===== config.mk =====
export PLATFORM = sky130hd
export DESIGN_NAME = sd_cmd_transmit
export DESIGN_NICKNAME = d
export VERILOG_FILES = /design/src/rtl/sd_defs_pkg.sv /design/src/rtl/sd_crc7.sv /design/src/rtl/sd_cmd_transmit.sv
export SDC_FILE = /design/constraint.sdc
export NUM_CORES = 1
export LEC_CHECK = 0
export ABC_AREA = 1
export CORE_UTILIZATION = 55
export DETAILED_ROUTE_END_ITERATION = 7
export PLACE_DENSITY = 0.84
export SYNTH_ARGS = -nofsm -noshare
export SYNTH_HDL_FRONTEND = slang
export SYNTH_SLANG_ARGS = --single-unit

===== constraint.sdc =====
create_clock -name sd_clk -period 3.9 [get_ports sd_clk]
set_input_delay 0.39 -clock sd_clk [delete_from_list [all_inputs] [get_ports sd_clk]]
set_output_delay 0.39 -clock sd_clk [all_outputs]
set_load 0.02 [all_outputs]

===== src/rtl/sd_defs_pkg.sv =====
// Shared SD CMD-line definitions: token geometry, CRC7 polynomial, FSM encodings.
// Used by both the command transmitter and the response receiver.
package sd_defs;

    localparam int CMD_W     = 48;
    localparam int CRC_W     = 7;
    localparam int PAYLOAD_W = CMD_W - CRC_W - 1;

    localparam logic [6:0] CRC7_POLY = 7'h09;
    localparam logic       START_BIT = 1'b0;
    localparam logic       TRANS_BIT = 1'b1;

    localparam logic [2:0] ST_IDLE = 3'd0;
    localparam logic [2:0] ST_SEND = 3'd1;
    localparam logic [2:0] ST_CRC  = 3'd2;
    localparam logic [2:0] ST_STOP = 3'd3;
    localparam logic [2:0] ST_GAP  = 3'd4;

    // One serial step of CRC7 (x^7 + x^3 + 1), MSB-first data.
    function automatic logic [6:0] crc7_step(input logic [6:0] crc, input logic din);
        logic fb;
        fb = din ^ crc[6];
        return {crc[5:0], 1'b0} ^ (fb ? CRC7_POLY : 7'h00);
    endfunction

endpackage


===== src/rtl/sd_crc7.sv =====
// Serial CRC7 accumulator; clear has priority over en. Shared with the receive path.
import sd_defs::*;

module sd_crc7 (
    input  logic       clk,
    input  logic       reset,
    input  logic       clear,
    input  logic       en,
    input  logic       din,
    output logic [6:0] crc
);

    logic [6:0] crc_q, crc_d;

    always_comb begin
        crc_d = crc_q;
        if (clear)
            crc_d = '0;
        else if (en)
            crc_d = crc7_step(crc_q, din);
    end

    always_ff @(posedge clk) begin
        if (!reset)
            crc_q <= '0;
        else
            crc_q <= crc_d;
    end

    assign crc = crc_q;

endmodule


===== src/rtl/sd_cmd_transmit.sv =====
// Host SD CMD-line transmitter: serializes start/trans/index/arg/CRC7/end, MSB first,
// then holds busy through an NCC gap with the pad released.
import sd_defs::*;

module sd_cmd_transmit #(
    parameter int GAP_CYCLES = 8
) (
    input  logic        sd_clk,
    input  logic        reset,
    input  logic        en,
    input  logic [5:0]  cmd_index,
    input  logic [31:0] cmd_arg,
    output logic        sd_cmd_out,
    output logic        sd_cmd_oe,
    output logic        busy,
    output logic        done
);

    logic [2:0]           state_q, state_d;
    logic [PAYLOAD_W-1:0] shift_q, shift_d;
    logic [5:0]           cnt_q, cnt_d;
    logic                 out_q, out_d;
    logic                 oe_q, oe_d;
    logic                 busy_q, busy_d;
    logic                 done_q, done_d;

    logic                 accept;
    logic [6:0]           crc;

    assign accept = (state_q == ST_IDLE) && en;

    sd_crc7 u_crc7 (
        .clk   (sd_clk),
        .reset (reset),
        .clear (accept),
        .en    (state_q == ST_SEND),
        .din   (shift_q[PAYLOAD_W-1]),
        .crc   (crc)
    );

    // Pad outputs are registered: the line shows what the FSM emitted on the previous edge.
    always_comb begin
        state_d = state_q;
        shift_d = shift_q;
        cnt_d   = cnt_q;
        out_d   = 1'b1;
        oe_d    = 1'b0;
        busy_d  = busy_q;
        done_d  = 1'b0;

        case (state_q)
            ST_IDLE: begin
                busy_d = en;
                if (en) begin
                    shift_d = {START_BIT, TRANS_BIT, cmd_index, cmd_arg};
                    cnt_d   = 6'(PAYLOAD_W);
                    state_d = ST_SEND;
                end
            end

            ST_SEND: begin
                out_d   = shift_q[PAYLOAD_W-1];
                oe_d    = 1'b1;
                shift_d = {shift_q[PAYLOAD_W-2:0], 1'b0};
                if (cnt_q == 6'd1) begin
                    cnt_d   = 6'(CRC_W);
                    state_d = ST_CRC;
                end else begin
                    cnt_d = cnt_q - 6'd1;
                end
            end

            ST_CRC: begin
                // The CRC is final once SEND ends; walk it MSB first by counter.
                out_d = crc[3'(cnt_q - 6'd1)];
                oe_d  = 1'b1;
                if (cnt_q == 6'd1) begin
                    cnt_d   = '0;
                    state_d = ST_STOP;
                end else begin
                    cnt_d = cnt_q - 6'd1;
                end
            end

            ST_STOP: begin
                out_d = 1'b1;
                oe_d  = 1'b1;
                if (GAP_CYCLES == 0) begin
                    done_d  = 1'b1;
                    state_d = ST_IDLE;
                end else begin
                    cnt_d   = 6'(GAP_CYCLES);
                    state_d = ST_GAP;
                end
            end

            ST_GAP: begin
                // IDLE during the done cycle lets a held en restart with no extra bubble.
                if (cnt_q <= 6'd1) begin
                    cnt_d   = '0;
                    done_d  = 1'b1;
                    state_d = ST_IDLE;
                end else begin
                    cnt_d = cnt_q - 6'd1;
                end
            end

            default: begin
                busy_d  = 1'b0;
                cnt_d   = '0;
                state_d = ST_IDLE;
            end
        endcase
    end

    always_ff @(posedge sd_clk) begin
        if (!reset) begin
            state_q <= ST_IDLE;
            shift_q <= '0;
            cnt_q   <= '0;
            out_q   <= 1'b1;
            oe_q    <= 1'b0;
            busy_q  <= 1'b0;
            done_q  <= 1'b0;
        end else begin
            state_q <= state_d;
            shift_q <= shift_d;
            cnt_q   <= cnt_d;
            out_q   <= out_d;
            oe_q    <= oe_d;
            busy_q  <= busy_d;
            done_q  <= done_d;
        end
    end

    assign sd_cmd_out = out_q;
    assign sd_cmd_oe  = oe_q;
    assign busy       = busy_q;
    assign done       = done_q;

endmodule


==> results.toml <==
[run_status]
outcome = "complete, no violations"

[sta]
slew_violations = 0
worst_slack_ps = 1780
maxSlewHeadroom = 0.250
max_freq_mhz = 473
setup_tns_ps = 0
rsz0062_at_grt = "false"
setup_viol = 0
worst_slew_pin_slew_ps = 1120
fin_crit_sh = 0.542
finalHoldViolations = 0
skew_ps = 5.83
fin_crit_ps = 2120

[logic_synthesis]
ys_types = 25
syn_nets = 415
synth_top_cell_by_area = "dfxtp_1"
synth_xor_area_frac = 0.0131
synth_compound_area_frac = 0.214
synth_seq_cells = 60
synth_edf_count = 0
syn_area_sq_um = 2670
yosys-top-cells-count = "nand2_1 (127), dfxtp_1 (60), o21ai_0 (42), a31oi_1 (37), a21oi_1 (19)"
synth_top_area_frac = 0.450
synth_mux_area_frac = 0
ys_warn_count = 0
syn_avg_cell_area_sq_um = 7.17
ys_seq_area_frac = 0.450
yosys.area_share.adder = 0.00938
yosysMostFrequentCell = "nand2_1"
yosys.area_share.simple = 0.239
synthCells = 372
synth_area_leaders = "dfxtp_1 (45%), nand2_1 (18%), a31oi_1 (8.7%)"
synth_top_family_by_area = "simple AND/OR/NAND/NOR gates"
async_reset_ff_frac = 0
synthFlopType = "dfxtp_1"

[power]
power.leakage_uw = 0.00128
p_total_uw = 2500
cellPowerDensity_nw_per_um2 = 775
ir_worst_vdd_mv = 0.398

[placement]
numPortBuffers = 44
place.gp.congestion = 0.843
dpl.hpwl_microns = 3690
placedInstanceArea_sq_um = 3060
place_ws_ps = 1580

[layout]
finalInstanceArea_sq_um = 3220
drive_gt1_frac = 0.0561
n_fill_cell = 376
n_antenna_cell = 0
area_growth_pct = 20.9
fin_nets = 448

[critical_path]
crit_top_cell = "nand2_2"
cp-start-kind = "flop"
cp.arrival_ps = 2270
startpoint = "state_q[1]"
r2r-start = "state_q[1]"
slowest_stage = "nand2_2"
crit_chain = "inv_1, nand2_2, inv_2, nand2_2, nand2_2, o21ai_0, a31oi_1"
crit_fanout = 76
end_kind = "flop"
path_class = "reg2reg"
max_stage_delay_ps = 620
cp_data_required_time_ps = 4050

[clock_tree]
cts_setup_buffers = 0
ctsResizeCount = 0
clockBufferDepth = 2
cts_root_buffer = "clkbuf_8"
cts_buffers = 9
cts.htree.levels = 3
clkTransAtPathRegs_ps = 60
cts_tree = "done"
clkLatencyLatePin_ps = 330
cts_sinks = 60
hold_buffers = 0

[detailed_routing]
via_count = 2517
wl_microns = 5670
drtIter0Drc = 162
wire_per_inst_microns = 12.3
postRouteAntennaNets = 0
dr.pass1.iters = 5
route.detailed.drc = 0
vias_per_cell = 5.45

[job]
maxCapViolations = 0

[floorplan]
io_pins = 45
core_area_sq_um = 4500
initial_core_util = 0.592
chipWidth_microns = 71.6
rows = 24
die_h_microns = 71.6
die-area_sq_um = 5130

[global_route]
grt_pass1_wl_microns = 9640
overflow = 0
grt_use_total = 0.237
antenna_found_initial = 0
grt_pass1_vias = 2271
grt_max_degree = 77

[hold_path]
hp-start = "busy"
hold_path.class = "reg2reg"
[through the flow]
stage	cells	hold WS [ps]	util
finish	462	462	0.716
global placement	446	456	0.680
CTS	462	473	0.716
global route	462	498	0.716
floorplan	372	439	-
detailed placement	446	462	0.680
[layout make-up]
class,instances,area [sq um],share of cell area
well taps,52,65.1,0.0202
multi-input cells,269,1270,0.393
repair buffers,46,455,0.141
clock inverters,2,10.0,0.00310
inverters,19,71.3,0.0221
flip-flops and latches,60,1200,0.373
clock buffers,14,153,0.0473
[kinds of logic (layout without fill, tap and decap cells)]
| group | after synthesis | count (layout) |
|---|---|---|
| DFF | 60 | 60 |
| and+or+nand+nor | 160 | 160 |
| buffers and inverters | 43 | 81 |
| xor gates and xnor gates | 4 | 4 |
| adders and majority gates | 2 | 2 |
| AOI/OAI and AO/OA | 103 | 103 |
[flip-flops by register name, summed over array words and instances (netlist names)]
name / cells
shift_q: 40
u_crc7.crc: 7
cnt_q: 6
state_q: 3
busy: 1
done: 1
sd_cmd_oe: 1
sd_cmd_out: 1
[metal layers]
layer | up-vias | GRT usage | wire length (microns)
met2 | 66 | 0.393 | 2660
li1 | 1309 | - | -
met1 | 1134 | 0.290 | 2690
met3 | 8 | 0.0788 | 260
met5 | - | 0 | 0
met4 | 0 | 0.0784 | 64
[critical path: cells and delay by family, from the launching register on]
kind | cells | cell delay [ps]
and+or+nand+nor | 3 | 820
AOI/OAI and AO/OA | 2 | 550
DFF | 1 | 410
buffers and inverters | 2 | 150
[where the power goes]
| part | switching [uW] | internal, uW |
|---|---|---|
| combinational | 672 | 350 |
| clock | 228 | 247 |
| sequential | 143 | 859 |
[placed cells by master (no fill, tap or decap), types with 3 or more instances in the layout]
cell type,Yosys,layout
nand2_2,3,3
clkdlybuf4s50_1,0,44
clkbuf_8,0,10
dfxtp_1,60,60
a21oi_1,19,19
clkbuf_1,7,4
o21ai_0,42,42
a31oi_1,37,37
nand3_1,9,9
nand2_1,127,127
inv_1,15,15
nor2_1,14,14
inv_2,4,4
[path summary, 6_finish.rpt]
path / endpoint / slack, ps / depth (start not counted)
max: shift_q[25] / 1780 / 7
min: busy / 460 / 2
max reg2reg: shift_q[25] / 1780 / 7
min reg2reg: busy / 460 / 2
No activity file was read; power rests on OpenSTA's default activity.
